File: config.mk
export PLATFORM = sky130hd
export DESIGN_NAME = hazard_sched
export DESIGN_NICKNAME = d
export VERILOG_FILES = /design/src/rtl/arm_pkg.sv /design/src/rtl/hazard_sched_reg_match.sv /design/src/rtl/hazard_sched.sv
export SDC_FILE = /design/constraint.sdc
export NUM_CORES = 1
export LEC_CHECK = 0
export BUFFER_PORTS_ARGS = -buffer_cell sky130_fd_sc_hd__buf_2
export CAP_MARGIN = 20
export CORE_MARGIN = 3
export CORE_UTILIZATION = 30
export DETAILED_ROUTE_END_ITERATION = 12
export REMOVE_ABC_BUFFERS = 1
export SETUP_SLACK_MARGIN = 0.1
export SLEW_MARGIN = 10
export SYNTH_ARGS = -nofsm -noshare
export SYNTH_HDL_FRONTEND = slang
export SYNTH_HIERARCHICAL = 1
export SYNTH_SLANG_ARGS = --single-unit
File: constraint.sdc
create_clock -name clk -period 2.2 [get_ports clk]
set_clock_uncertainty 0.05 [all_clocks]
set_input_delay 0.33 -clock clk [delete_from_list [all_inputs] [get_ports clk]]
set_output_delay 0.33 -clock clk [all_outputs]
set_load 0.01 [all_outputs]
File: src/rtl/arm_pkg.sv
// Shared definitions for the ARM core pipeline control blocks.
// FSM state type, register-index width and default memory timeout.
package arm_pkg;

    localparam int REG_IDX_W       = 4;
    localparam int MEM_TIMEOUT_DEF = 64;

    typedef enum logic [0:0] {
        RUN  = 1'b0,
        WAIT = 1'b1
    } sched_state_t;

endpackage

File: src/rtl/hazard_sched_reg_match.sv
// Source/destination register comparator for the hazard scheduler.
// Flags a hit when an enabled ID source names an enabled destination.
module reg_match
    import arm_pkg::*;
(
    input  logic [REG_IDX_W-1:0] src1,
    input  logic                 src1_en,
    input  logic [REG_IDX_W-1:0] src2,
    input  logic                 two_src,
    input  logic [REG_IDX_W-1:0] dest,
    input  logic                 dest_en,
    output logic                 hit
);

    assign hit = dest_en &
                 ((src1_en & (src1 == dest)) |
                  (two_src & (src2 == dest)));

endmodule

File: src/rtl/hazard_sched.sv
// Pipeline hazard, flush and memory-freeze scheduler with timeout watchdog.
// Define HAZARD_SCHED_FWD_EN when a forwarding unit is present (load-use only).
module hazard_sched
    import arm_pkg::*;
#(
    parameter int MEM_TIMEOUT = MEM_TIMEOUT_DEF,
    parameter int CNT_W       = 16
) (
    input  logic                 clk,
    input  logic                 rst,
    input  logic [REG_IDX_W-1:0] id_src1,
    input  logic                 id_src1_en,
    input  logic [REG_IDX_W-1:0] id_src2,
    input  logic                 id_two_src,
    input  logic [REG_IDX_W-1:0] exe_dest,
    input  logic                 exe_wb_en,
    input  logic                 exe_mem_r_en,
    input  logic [REG_IDX_W-1:0] mem_dest,
    input  logic                 mem_wb_en,
    input  logic                 exe_branch,
    input  logic                 mem_req,
    input  logic                 mem_ready,
    output logic                 hazard,
    output logic                 freeze_all,
    output logic                 flush,
    output logic                 mem_timeout,
    output logic [CNT_W-1:0]     stall_count
);

    localparam int WCNT_W = $clog2(MEM_TIMEOUT + 1);
    localparam logic [WCNT_W-1:0] WCNT_MAX = WCNT_W'(MEM_TIMEOUT);

    sched_state_t      state;
    logic [WCNT_W-1:0] wcnt;
    logic              exe_hit;
    logic              exe_dest_en;
    logic              raw_hz;

`ifdef HAZARD_SCHED_FWD_EN
    // Only a load in EXE cannot be forwarded in time.
    assign exe_dest_en = exe_wb_en & exe_mem_r_en;
`else
    assign exe_dest_en = exe_wb_en;
`endif

    reg_match u_exe_match (
        .src1    (id_src1),
        .src1_en (id_src1_en),
        .src2    (id_src2),
        .two_src (id_two_src),
        .dest    (exe_dest),
        .dest_en (exe_dest_en),
        .hit     (exe_hit)
    );

`ifdef HAZARD_SCHED_FWD_EN
    assign raw_hz = exe_hit;
`else
    logic mem_hit;

    reg_match u_mem_match (
        .src1    (id_src1),
        .src1_en (id_src1_en),
        .src2    (id_src2),
        .two_src (id_two_src),
        .dest    (mem_dest),
        .dest_en (mem_wb_en),
        .hit     (mem_hit)
    );

    assign raw_hz = exe_hit | mem_hit;
`endif

    assign freeze_all = rst & mem_req & ~mem_ready;
    assign flush      = rst & exe_branch & ~freeze_all;
    assign hazard     = rst & raw_hz & ~freeze_all & ~flush;

    always_ff @(posedge clk) begin
        if (!rst) begin
            state       <= RUN;
            wcnt        <= '0;
            mem_timeout <= 1'b0;
            stall_count <= '0;
        end else begin
            unique case (state)
                RUN: begin
                    if (freeze_all) begin
                        state <= WAIT;
                        wcnt  <= WCNT_W'(1);
                    end
                end
                WAIT: begin
                    if (mem_ready || !mem_req) begin
                        state <= RUN;
                        wcnt  <= '0;
                    end else begin
                        if (wcnt != WCNT_MAX)
                            wcnt <= wcnt + WCNT_W'(1);
                        if (wcnt == WCNT_MAX)
                            mem_timeout <= 1'b1;
                    end
                end
                default: begin
                    state <= RUN;
                    wcnt  <= '0;
                end
            endcase
            if ((hazard || freeze_all) && (stall_count != '1))
                stall_count <= stall_count + CNT_W'(1);
        end
    end

endmodule
==> Word-level counts from Yosys, hierarchy flattened <==
Index checks and enable logic that the tools add are counted.
Widths: inputs -> output; s select.
{ "word_totals": {"elab_cells": 49, "regBits": 25, "input_bits": 26} }
{ "op_classes": {"n_reduce_logical": 6, "n_eq_ne": 9, "n_bitwise": 21, "n_mux": 7, "n_addsub": 2} }
{ "op_table": {"columns": ["cell", "count"], "rows": [
  ["$mux 7", 3],
  ["$add 16x1->16 const B", 1],
  ["$eq 4x4->1", 4],
  ["$ne 16x16->1 const B", 1],
  ["$pmux 7 s2", 1],
  ["$and 1x1->1", 13],
  ["$add 7x1->7 const B", 1],
  ["$eq 7x7->1 const B", 1],
  ["$ne 7x7->1 const B", 1],
  ["$not 1->1", 5],
  ["$ne 3x1->1 const B", 1],
  ["$or 1x1->1", 3],
  ["$reduce_and 3->1", 1],
  ["$logic_or 1x1->1", 2],
  ["$mux 1", 2],
  ["$ne 2x2->1 const B", 1],
  ["$pmux 1 s2", 1],
  ["$reduce_and 2->1", 1],
  ["$logic_and 1x1->1", 1],
  ["$logic_not 1->1", 1]
]} }

==> Depth between registers and ports, before layout <==
Gate-level depths: netlist (run 1).
{ "depth": {"word_depth": 10, "depth_mapped": 8, "ltp_nobuf": 8} }

==> Cells and area by module <==
Netlist (run 1), hierarchy kept.
{ "modules_own_cells": {"columns": ["module", "cells_per_inst", "n_inst", "area_per_inst_um2"], "rows": [
  ["hazard_sched", 169, 1, 1411.4],
  ["reg_match", 12, 2, 102.6]
]} }

==> Worst setup path before layout (run 1) <==
Ideal clock, no wire load.
{ "synth_path": {"path_type": "input port to flip-flop", "from": "input port mem_dest[1]", "to": "register stall_count[10]", "path_buffers": 0, "path_stages": 8, "arrival_time_ps": 1774, "setup_slack_ps": 306, "setup_ps": 70, "path_cell_list": "xor2_1 -> nor3_1 -> nand4_1 -> o41ai_2 -> o21ba_2 -> o211ai_4 -> or4_1 -> a21oi_1"} }
{ "synth_via": {"elab_chain_len": 10, "elab_cells_between_ends": 12, "classes_between": "2 x eq/ne; 8 x bitwise; 2 x reduce/logical"} }
{ "synth_rtl": {"columns": ["item", "line_no", "rtl"], "rows": [
  ["start: declaration", "hazard_sched.sv:18", "input logic [REG_IDX_W-1:0] mem_dest,"],
  ["$eq 4x4->1 (on tied branches)", "hazard_sched_reg_match.sv:16, hazard_sched_reg_match.sv:17", null],
  ["$and 1x1->1 (on tied branches)", "hazard_sched_reg_match.sv:16, hazard_sched_reg_match.sv:17", null],
  ["$or 1x1->1 *", "hazard_sched_reg_match.sv:16", "((src1_en & (src1 == dest)) |"],
  ["$and 1x1->1 *", "hazard_sched_reg_match.sv:15", "assign hit = dest_en &"],
  ["named net mem_hit", "hazard_sched.sv:59", "logic mem_hit;"],
  ["$or 1x1->1 *", "hazard_sched.sv:71", "assign raw_hz = exe_hit | mem_hit;"],
  ["$and 1x1->1 * (3 in series)", "hazard_sched.sv:76", "assign hazard = rst & raw_hz & ~freeze_all & ~flush;"],
  ["$logic_or 1x1->1 *", "hazard_sched.sv:108", "if ((hazard || freeze_all) && (stall_count != '1))"],
  ["$logic_and 1x1->1 *", "hazard_sched.sv:108", null],
  ["end signal: assignment", "hazard_sched.sv:109", "stall_count <= stall_count + CNT_W'(1);"],
  ["end: declaration", "hazard_sched.sv:27", "output logic [CNT_W-1:0] stall_count"]
]} }
The timed path passes the listed nets; every way through them passes the cells marked *.
A chain may end at the register's enable or synchronous reset.

==> Final worst setup path (run 1) <==
{ "layout_path": {"from": "input port id_src1[2]", "to": "output port hazard"} }
{ "layout_via": {"elab_chain_len": 8, "elab_cells_between_ends": 12, "classes_between": "2 x eq/ne; 10 x bitwise"} }
{ "layout_rtl": {"columns": ["item", "line_no", "rtl"], "rows": [
  ["start: declaration", "hazard_sched.sv:11", "input logic [REG_IDX_W-1:0] id_src1,"],
  ["$eq 4x4->1", "hazard_sched_reg_match.sv:16", null],
  ["$and 1x1->1", "hazard_sched_reg_match.sv:16", null],
  ["$or 1x1->1", "hazard_sched_reg_match.sv:16", null],
  ["$and 1x1->1", "hazard_sched_reg_match.sv:15", null],
  ["named net exe_hit", "hazard_sched.sv:35", "logic exe_hit;"],
  ["$or 1x1->1", "hazard_sched.sv:71", null],
  ["$and 1x1->1 (3 in series)", "hazard_sched.sv:76", null],
  ["end: declaration", "hazard_sched.sv:23", "output logic hazard,"]
]} }
The timed path passes the listed nets, and every way through them passes these cells.

==> results of run 1 <==
## logic make-up after synthesis
family / synth area share
simple gates: 0.269
compound gates: 0.216
flops: 0.310
xor+xnor: 0.0867
buf+inv: 0.0333
mux: 0.0619
fa+ha+maj: 0.0232
## registers in the layout (all words and copies together), names as in the netlist
name / cells
stall_count: 16
wcnt: 7
mem_timeout: 1
state: 1
## path summary, 6_finish.rpt
path,start,to,cells past startpoint
hold / removal,rst,stall_count[15],3
hold reg to reg,mem_timeout,mem_timeout,2
setup reg to reg,stall_count[0],stall_count[1],5
setup / recovery,id_src1[2],hazard,9
## stage by stage
step | hold slack (ns) | utilization | setup slack, ns | total power, mW | area (um2)
after CTS | 0.343 | 0.387 | 0.121 | 0.878 | 2000
after global placement | 0.401 | 0.377 | 0.0129 | 0.593 | 1950
final | 0.355 | 0.391 | 0.190 | 0.866 | 2020
after floorplan | 0.408 | - | 0.227 | 0.534 | 1590
after detailed placement | 0.413 | 0.377 | 0.00188 | 0.592 | 1950
after global routing | 0.370 | 0.391 | 0.0988 | 0.912 | 2020
## power by group through the flow
stage	clock (mW)	sequential [mW]	combinational, mW
2_1_floorplan	0	0.476	0.0573
3_3_place_gp	0	0.476	0.117
3_5_place_dp	0	0.476	0.116
4_1_cts	0.294	0.465	0.118
5_1_grt	0.311	0.467	0.134
6_report	0.280	0.465	0.120
## layout make-up
class / count / share of cell area
clock inverters: 1 / 0.00248
multi-input cells: 155 / 0.528
well taps: 70 / 0.0433
repair buffers: 52 / 0.145
clock buffers: 3 / 0.0204
inverters: 7 / 0.0130
flip-flops and latches: 25 / 0.248
## synthesized netlist by cell type, types with 2 or more instances
library cell,number,area share
o41ai_2,2,0.020
nand4_1,6,0.023
nand2_1,19,0.044
a31oi_1,3,0.012
a21oi_1,13,0.040
ha_1,3,0.023
nor4_1,2,0.0077
and3_1,5,0.019
xnor2_1,4,0.022
or4_1,6,0.028
or3_1,4,0.015
o21ai_0,8,0.025
nand2b_1,4,0.015
o31ai_1,5,0.023
nor2_1,10,0.023
inv_1,7,0.016
xor2_1,12,0.065
mux2i_1,10,0.062
clkbuf_1,4,0.0093
and2_2,2,0.0093
a211oi_1,5,0.023
dfxtp_1,25,0.31
nand3_1,9,0.028
nor3_1,4,0.012
o21ai_1,2,0.0062
## repair_timing
action,CTS,global route
pin swaps,0,2
cloned,0,0
endpoints found under the setup margin,1,1
endpoints found under the hold margin,0,0
gates resized for setup,1,0
buffers inserted,0,1
## routing by layer
layer | GRT usage | share of wire | wire (um) | up-vias
li1 | - | - | - | 819
met1 | 0.151 | 0.49 | 1820 | 685
met2 | 0.209 | 0.44 | 1660 | 45
met3 | 0.0192 | 0.063 | 235 | 2
met4 | 0.0430 | 0.0080 | 30 | 0
met5 | 0 | 0 | 0 | -
## tightest hold or removal path: stages
cell and delay (ns):
buf_2 0.16, nand2_1 0.08, mux2i_1 0.06
==> impl_metrics.env, run 1 <==
export IMPL_dieArea_mm2=0.00631
export IMPL_hold_viol=0
export IMPL_initial_utilization=0.313
export IMPL_nets=273
export IMPL_clockPowerShare=0.324
export IMPL_synthToLayoutAreaGrowth_pct=25.1
export IMPL_route_final_wire_length_mm=3.75
export IMPL_port_buffer_count=44
export IMPL_core_mm2=0.00517
export IMPL_crit_path_start_kind="input pin"
export IMPL_clkLatencyLatePin_ns=0.27
export IMPL_rows=26
export IMPL_diodes=0
export IMPL_p_int_mw=0.639
export IMPL_path_class="in2out"
export IMPL_layout_common_cells="44 x buf_2, 25 x dfxtp_1, 19 x nand2_1, 13 x a21oi_1, 12 x xor2_1"
export IMPL_critPathRequiredTime_ns=1.82
export IMPL_htree_levels=1
export IMPL_synth_warnings=6
export IMPL_period_share=0.914
export IMPL_synth_area_mm2=0.00162
export IMPL_cpMostUsedCell="buf_2"
export IMPL_cts_tree="yes"
export IMPL_numClockSinks=25
export IMPL_grt_pass1_wl_mm=6.22
export IMPL_fill_cells=541
export IMPL_dp_hpwl_mm=2.87
export IMPL_cts_hold_buffers=0
export IMPL_yosysSeqAreaShare=0.310
export IMPL_wire_per_inst_um=12.0
export IMPL_end_kind="primary output"
export IMPL_post_place_cells=308
export IMPL_grtUsageTotal=0.121
export IMPL_io_pins=46
export IMPL_arrival_ns=1.63
export IMPL_synth_cell_type_count=44
export IMPL_clk_pin_slew_ns=0.09
export IMPL_dr_pass1_iters=4
export IMPL_p_switching_mw=0.226
export IMPL_holdCritPathClass="in2reg"
export IMPL_ys_ff_latch=25
export IMPL_grt_antenna_before_repair=0
export IMPL_crit_buf_inv=3
export IMPL_regToRegSetupSlack_ns=0.33
export IMPL_path_cells="buf_2, xor2_1, nor3_1, nand4_1, o41ai_2, o21ba_4, buf_4, and3_1, buf_2"
export IMPL_worst_slew_pin_slew_ns=0.448
export IMPL_p_leak_nw=0.809
export IMPL_postSynthAreaPerCell_um2=8.38
export IMPL_place_congestion=0.780
export IMPL_cts_buffers=3
export IMPL_netlist_instances=193
export IMPL_fp_dieW_um=79.4
export IMPL_drv_cap=0
export IMPL_drt_iter0_drc=57
export IMPL_path_max_fanout=2
export IMPL_cp_slowest_cell="o21ba_4"
export IMPL_final_common_cell="buf_2"
export IMPL_first_global_vias=1426
export IMPL_synth_flop_cell="dfxtp_1"
export IMPL_vdd_drop_max_uv=163
export IMPL_fin_cells=313
export IMPL_post_drt_via_cell_ratio=4.96
export IMPL_fmax_mhz=498
export IMPL_route_detailed_drc=0
export IMPL_slew_headroom=0.698
export IMPL_min_period_ns=2.01
export IMPL_cts_path_max_buffers=2
export IMPL_gr_total_overflow=0
export IMPL_seq_area_um2=500
export IMPL_power_frac_seq=0.538
export IMPL_cpLargestDelayFamily="simple AND/OR/NAND/NOR gates"
export IMPL_fin_setup_tns_ns=0
export IMPL_grt_max_degree=16
export IMPL_swShare=0.261
export IMPL_drive_gt1_frac=0.272
export IMPL_max_stage_delay_ns=0.23
export IMPL_ant_nets=0
export IMPL_outcome="finished, final reports clean"
export IMPL_die_y_um=79.4
export IMPL_multi_input_area_mm2=0.00107
export IMPL_grt_setup_unrepaired="false"
export IMPL_synth_edf_count=0
export IMPL_vias=1551
export IMPL_slew_viol_final=0
export IMPL_cts_root_buf="clkbuf_8"
export IMPL_combPwrFrac=0.139
export IMPL_synthArstFlopShare=0
export IMPL_powerDensity_mw_per_mm2=428
export IMPL_setup_violations_final=0
No activity file was read; power rests on OpenSTA's default activity.
==> run 2, diff against run 1 <==
- clock period: 2.2 -> 2.5 ns (I/O delays scaled with it)
==> run 2 against run 1 <==
- via count increased by 2.1%
- sequential cell count unchanged
- cell area decreased by 2.4%
- core utilization decreased by 0.94 points
- register-to-register slack improved by 0.27 ns
- critical path depth decreased by 1
- global-route usage increased by 1.2 points
- final cell count down 1.3%
- clock power shrank 8.9%
- largest cell class unchanged
- highest routed layer unchanged
==> impl_metrics.env, run 2 (synthesis results as in run 1) <==
export IMPL_outcome="finished, final reports clean"
export IMPL_fmax_mhz=467
export IMPL_powerDensity_mw_per_mm2=389
export IMPL_path_max_fanout=7
export IMPL_worst_slew_pin_slew_ns=0.428
export IMPL_cts_buffers=3
export IMPL_grtUsageTotal=0.133
export IMPL_cp_slowest_cell="o21ba_2"
export IMPL_post_place_cells=305
export IMPL_critPathRequiredTime_ns=2.08
export IMPL_fin_setup_tns_ns=0
export IMPL_dr_pass1_iters=4
export IMPL_clkLatencyLatePin_ns=0.28
export IMPL_route_detailed_drc=0
export IMPL_gr_total_overflow=0
export IMPL_drive_gt1_frac=0.259
export IMPL_hold_viol=0
export IMPL_layout_common_cells="44 x buf_2, 25 x dfxtp_1, 19 x nand2_1, 13 x a21oi_1, 12 x xor2_1"
export IMPL_crit_path_start_kind="input pin"
export IMPL_cts_hold_buffers=0
export IMPL_diodes=0
export IMPL_final_core_util=0.381
export IMPL_cts_resized=0
export IMPL_grt_setup_unrepaired="false"
export IMPL_largestRegisters="stall_count (16), wcnt (7)"
export IMPL_path_class="in2out"
export IMPL_setup_violations_final=0
export IMPL_drv_cap=0
export IMPL_drt_iter0_drc=41
export IMPL_grt_max_degree=16
export IMPL_max_stage_delay_ns=0.34
export IMPL_place_congestion=0.773
export IMPL_nets=269
export IMPL_fin_cells=309
export IMPL_dieArea_mm2=0.00631
export IMPL_cts_root_buf="clkbuf_8"
export IMPL_core_mm2=0.00517
export IMPL_numClockSinks=25
export IMPL_route_final_wire_length_mm=3.90
export IMPL_period_share=0.856
export IMPL_post_drt_via_cell_ratio=5.13
export IMPL_postCtsSetupRepairBufs=0
export IMPL_end_kind="primary output"
export IMPL_die_y_um=79.4
export IMPL_rows=26
export IMPL_cts_tree="yes"
export IMPL_holdCritPathClass="in2reg"
export IMPL_vias=1584
export IMPL_ant_nets=0
export IMPL_htree_levels=1
export IMPL_wire_per_inst_um=12.6
export IMPL_arrival_ns=1.72
export IMPL_dp_hpwl_mm=2.98
export IMPL_slew_viol_final=0
export IMPL_initial_utilization=0.313
export IMPL_synthToLayoutAreaGrowth_pct=22.1
export IMPL_total_power_mw=0.767
export IMPL_largest_reg_flops=16
export IMPL_first_global_vias=1518
export IMPL_path_cells="buf_2, xor2_1, nor3_1, nand4_1, o41ai_2, o21ba_2, and3_1, buf_2"
export IMPL_min_period_ns=2.14
export IMPL_grt_pass1_wl_mm=6.76
export IMPL_port_buffer_count=44
export IMPL_clk_pin_slew_ns=0.09
export IMPL_cpMostUsedCell="buf_2"
export IMPL_fp_dieW_um=79.4
export IMPL_p_leak_nw=0.786
export IMPL_io_pins=46
export IMPL_final_common_cell="buf_2"
export IMPL_grt_antenna_before_repair=0
export IMPL_regMostFlops="stall_count"
export IMPL_vdd_drop_max_uv=202
export IMPL_cts_path_max_buffers=2
export IMPL_slew_headroom=0.712
[run 2: power by group]
part / switching (mW) / internal, mW / leakage [nW] / total (mW)
Sequential: 0.00684 / 0.403 / 0.202 / 0.410
Clock: 0.143 / 0.112 / 0.0255 / 0.255
Combinational: 0.0573 / 0.0449 / 0.558 / 0.102
[run 2: final cells by class]
| class | count | area [um2] |
|---|---|---|
| clock inverter | 1 | 5.00 |
| clock buffer | 3 | 41.3 |
| inverter | 7 | 26.3 |
| tap | 70 | 87.6 |
| timing repair buffer | 48 | 250 |
| sequential | 25 | 500 |
| multi-input combinational | 155 | 1060 |
| fill | 549 | 3200 |
[run 2: path summary, 6_finish.rpt]
check,from,end,slack [ns],cells past startpoint
hold reg to reg,mem_timeout,mem_timeout,0.43,2
setup reg to reg,stall_count[0],stall_count[0],0.60,5
setup / recovery,mem_dest[1],hazard,0.36,8
hold / removal,mem_req,state,0.40,3
[run 2: worst max-delay path: cells and delay by family]
family                 cells  cell delay (ns)
AO/OA/AOI/OAI              2             0.41
buffers and inverters      2             0.23
AND/OR/NAND/NOR            3             0.53
XOR/XNOR                   1             0.15
[run 2: per-stage QoR]
stage	hold slack, ns	worst slack [ns]	area, um2
2_1_floorplan	0.408	0.527	1590
3_3_place_gp	0.403	0.268	1930
3_5_place_dp	0.408	0.212	1930
4_1_cts	0.402	0.363	1970
5_1_grt	0.431	0.252	1970
6_report	0.400	0.359	1970
[run 2: layer usage]
| layer | vias to the layer above | routed length (um) | GRT usage |
|---|---|---|---|
| li1 | 810 | - | - |
| met2 | 46 | 1750 | 0.224 |
| met4 | 0 | 106 | 0.0704 |
| met3 | 7 | 242 | 0.0237 |
| met5 | - | 0 | 0 |
| met1 | 721 | 1800 | 0.161 |
==> run 3, diff against run 2 <==
- ABC_AREA: not set -> 1
==> run 3 against run 2 <==
- cell area up 14%
- core utilization down 1.1 points
- critical path depth is 2 higher
- count of clock-buffer cells in the layout unchanged
- sequential cell count stayed put
- sequential share of layout area is 3.1 points lower
- critical path type unchanged
- largest power group unchanged
==> impl_metrics.env, run 3 <==
export IMPL_outcome="finished, final reports clean"
export IMPL_synth_mux_area_frac=0
export IMPL_crit_path_start_kind="input pin"
export IMPL_r2r_cells=9
export IMPL_holdCritPathClass="in2reg"
export IMPL_synth_top_family_by_area="simple AND/OR/NAND/NOR gates"
export IMPL_synth_flop_cell="dfxtp_1"
export IMPL_yosys_top_cells_count="83 x nand2_1, 47 x inv_1, 41 x nor2_1, 25 x dfxtp_1, 22 x nand3_1"
export IMPL_fp_dieW_um=86.1
export IMPL_fin_setup_tns_ns=0
export IMPL_grtUsageTotal=0.124
export IMPL_diodes=0
export IMPL_hold_viol=0
export IMPL_path_max_fanout=3
export IMPL_layout_common_cells="83 x nand2_1, 47 x inv_1, 44 x buf_2, 41 x nor2_1, 25 x dfxtp_1"
export IMPL_synth_xor_area_frac=0.0455
export IMPL_wire_per_inst_um=10.1
export IMPL_postCtsSetupRepairBufs=0
export IMPL_synth_edf_count=0
export IMPL_ys_ff_latch=25
export IMPL_vias=1934
export IMPL_gr_total_overflow=0
export IMPL_rows=28
export IMPL_synth_simple_area_share=0.450
export IMPL_p_int_mw=0.557
export IMPL_synth_fa_ha_area_frac=0.0195
export IMPL_synth_top_cell_by_area="dfxtp_1"
export IMPL_synthArstFlopShare=0
export IMPL_path_class="in2out"
export IMPL_cts_path_max_buffers=2
export IMPL_yosysSeqAreaShare=0.260
export IMPL_vdd_drop_max_uv=198
export IMPL_end_kind="primary output"
export IMPL_largestRegisters="stall_count (16), wcnt (7)"
export IMPL_post_place_cells=428
export IMPL_clk_pin_slew_ns=0.10
export IMPL_port_buffer_count=44
export IMPL_synthToLayoutAreaGrowth_pct=16.9
export IMPL_swShare=0.274
export IMPL_first_global_vias=1757
export IMPL_powerDensity_mw_per_mm2=342
export IMPL_hold_path_cell_count=3
export IMPL_fin_cells=432
export IMPL_htree_levels=1
export IMPL_crit_start="exe_dest[1]"
export IMPL_postSynthAreaPerCell_um2=6.14
export IMPL_seq_area_um2=500
export IMPL_io_pins=46
export IMPL_yosys_top_cells_area="dfxtp_1 26%, nand2_1 16%, inv_1 9.2%, nor2_1 8.0%, a21oi_2 5.9%"
export IMPL_largest_reg_flops=16
export IMPL_dp_hpwl_mm=3.51
export IMPL_slew_viol_final=0
export IMPL_setup_violations_final=0
export IMPL_nets=387
export IMPL_grt_antenna_before_repair=0
export IMPL_period_share=0.741
export IMPL_arrival_ns=1.43
export IMPL_dr_pass1_iters=4
export IMPL_route_final_wire_length_mm=4.38
export IMPL_final_common_cell="nand2_1"
export IMPL_place_congestion=0.855
export IMPL_combPwrFrac=0.150
export IMPL_rr_startpoint="stall_count[0]"
export IMPL_fill_cells=668
export IMPL_min_period_ns=1.85
export IMPL_drive_gt1_frac=0.261
export IMPL_synth_compound_area_share=0.105
export IMPL_ant_nets=0
export IMPL_numClockSinks=25
export IMPL_cts_tree="yes"
export IMPL_worst_slew_pin_slew_ns=0.465
export IMPL_synth_area_mm2=0.00192
export IMPL_clkLatencyLatePin_ns=0.27
export IMPL_netlist_instances=313
export IMPL_dieArea_mm2=0.00741
export IMPL_timing_rr_end="stall_count[13]"
export IMPL_initial_utilization=0.317
export IMPL_regToRegSetupSlack_ns=0.79
export IMPL_die_y_um=86.1
export IMPL_critPathRequiredTime_ns=2.08
export IMPL_worstHoldStart="rst"
export IMPL_cts_root_buf="clkbuf_8"
export IMPL_post_drt_via_cell_ratio=4.48
export IMPL_hold_end="stall_count[15]"
export IMPL_p_leak_nw=1.04
export IMPL_cts_hold_buffers=0
export IMPL_grt_pass1_wl_mm=7.72
export IMPL_grt_max_degree=20
export IMPL_clockPowerShare=0.318
export IMPL_yosysMostFrequentCell="nand2_1"
export IMPL_regMostFlops="stall_count"
export IMPL_synth_cell_type_count=26
export IMPL_route_detailed_drc=0
export IMPL_multi_input_area_mm2=0.00119
export IMPL_synth_warnings=6
export IMPL_drt_iter0_drc=103
export IMPL_drv_cap=0
export IMPL_slew_headroom=0.689
export IMPL_p_switching_mw=0.211
export IMPL_core_mm2=0.00606
export IMPL_cts_buffers=3
export IMPL_grt_setup_unrepaired="false"
export IMPL_yosysTopAreaCellShare=0.260
export IMPL_power_frac_seq=0.531
export IMPL_fmax_mhz=540
export IMPL_cts_resized=0
[run 3: cell types whose count changed in the layout (fill, tap and decap cells not counted), sizes merged, moves of 6 or more]
cell / previous run / this run
a21oi: 13 / 21
inv: 7 / 51
mux2i: 10 / 0
nand2: 19 / 98
nand3: 10 / 23
nor2: 10 / 53
or4: 6 / 0
xor2: 12 / 3
[run 3: kinds of logic after synthesis]
kind of cell               count (synthesis)
AOI/OAI and AO/OA                         30
xor gates and xnor gates                  10
adders and majority gates                  3
buffers and inverters                     56
DFF                                       25
and+or+nand+nor                          189
[run 3: power by group through the flow]
stage | registers [mW] | clock network (mW) | logic (mW)
finish | 0.408 | 0.244 | 0.115
floorplan | 0.417 | 0 | 0.0693
CTS | 0.408 | 0.253 | 0.118
global placement | 0.417 | 0 | 0.116
detailed placement | 0.417 | 0 | 0.117
global route | 0.409 | 0.273 | 0.134
[run 3: worst max path at each step]
stage,slack [ns],cells after the start,to
after floorplan,0.83,13,stall_count[13]
after global placement,0.46,13,stall_count[13]
after detailed placement,0.41,14,stall_count[15]
after CTS,0.62,10,hazard
after global routing,0.50,10,hazard
final,0.65,10,hazard
[run 3: per-stage QoR]
step	setup WS, ns	utilization	total power, mW	hold slack (ns)	area [um2]
after CTS	0.617	0.371	0.780	0.381	2250
after floorplan	0.831	-	0.486	0.414	1890
after global routing	0.501	0.371	0.816	0.379	2250
final	0.648	0.371	0.768	0.382	2250
after global placement	0.465	0.363	0.533	0.387	2200
after detailed placement	0.413	0.363	0.535	0.387	2200
[run 3: worst max-delay path, stage by stage]
cell and delay, ns:
buf_2 0.09, inv_1 0.05, nand2_1 0.05, nand2_1 0.05, nor2_2 0.10, nand3_1 0.09, a21oi_2 0.17, o21ai_0 0.13
nor3_1 0.14, buf_2 0.16
[run 3: cell type report]
type,instances,area share
multi-input cells,232,0.530
clock buffers,3,0.0184
flip-flops and latches,25,0.223
repair buffers,44,0.0980
well taps,75,0.0418
inverters,52,0.0869
clock inverters,1,0.00223
[run 3: metal layers]
layer	up-vias	wire [um]	global-route usage
li1	1060	-	-
met5	-	0	0
met3	4	187	0.0173
met2	39	1960	0.209
met4	0	34	0.0216
met1	831	2200	0.169
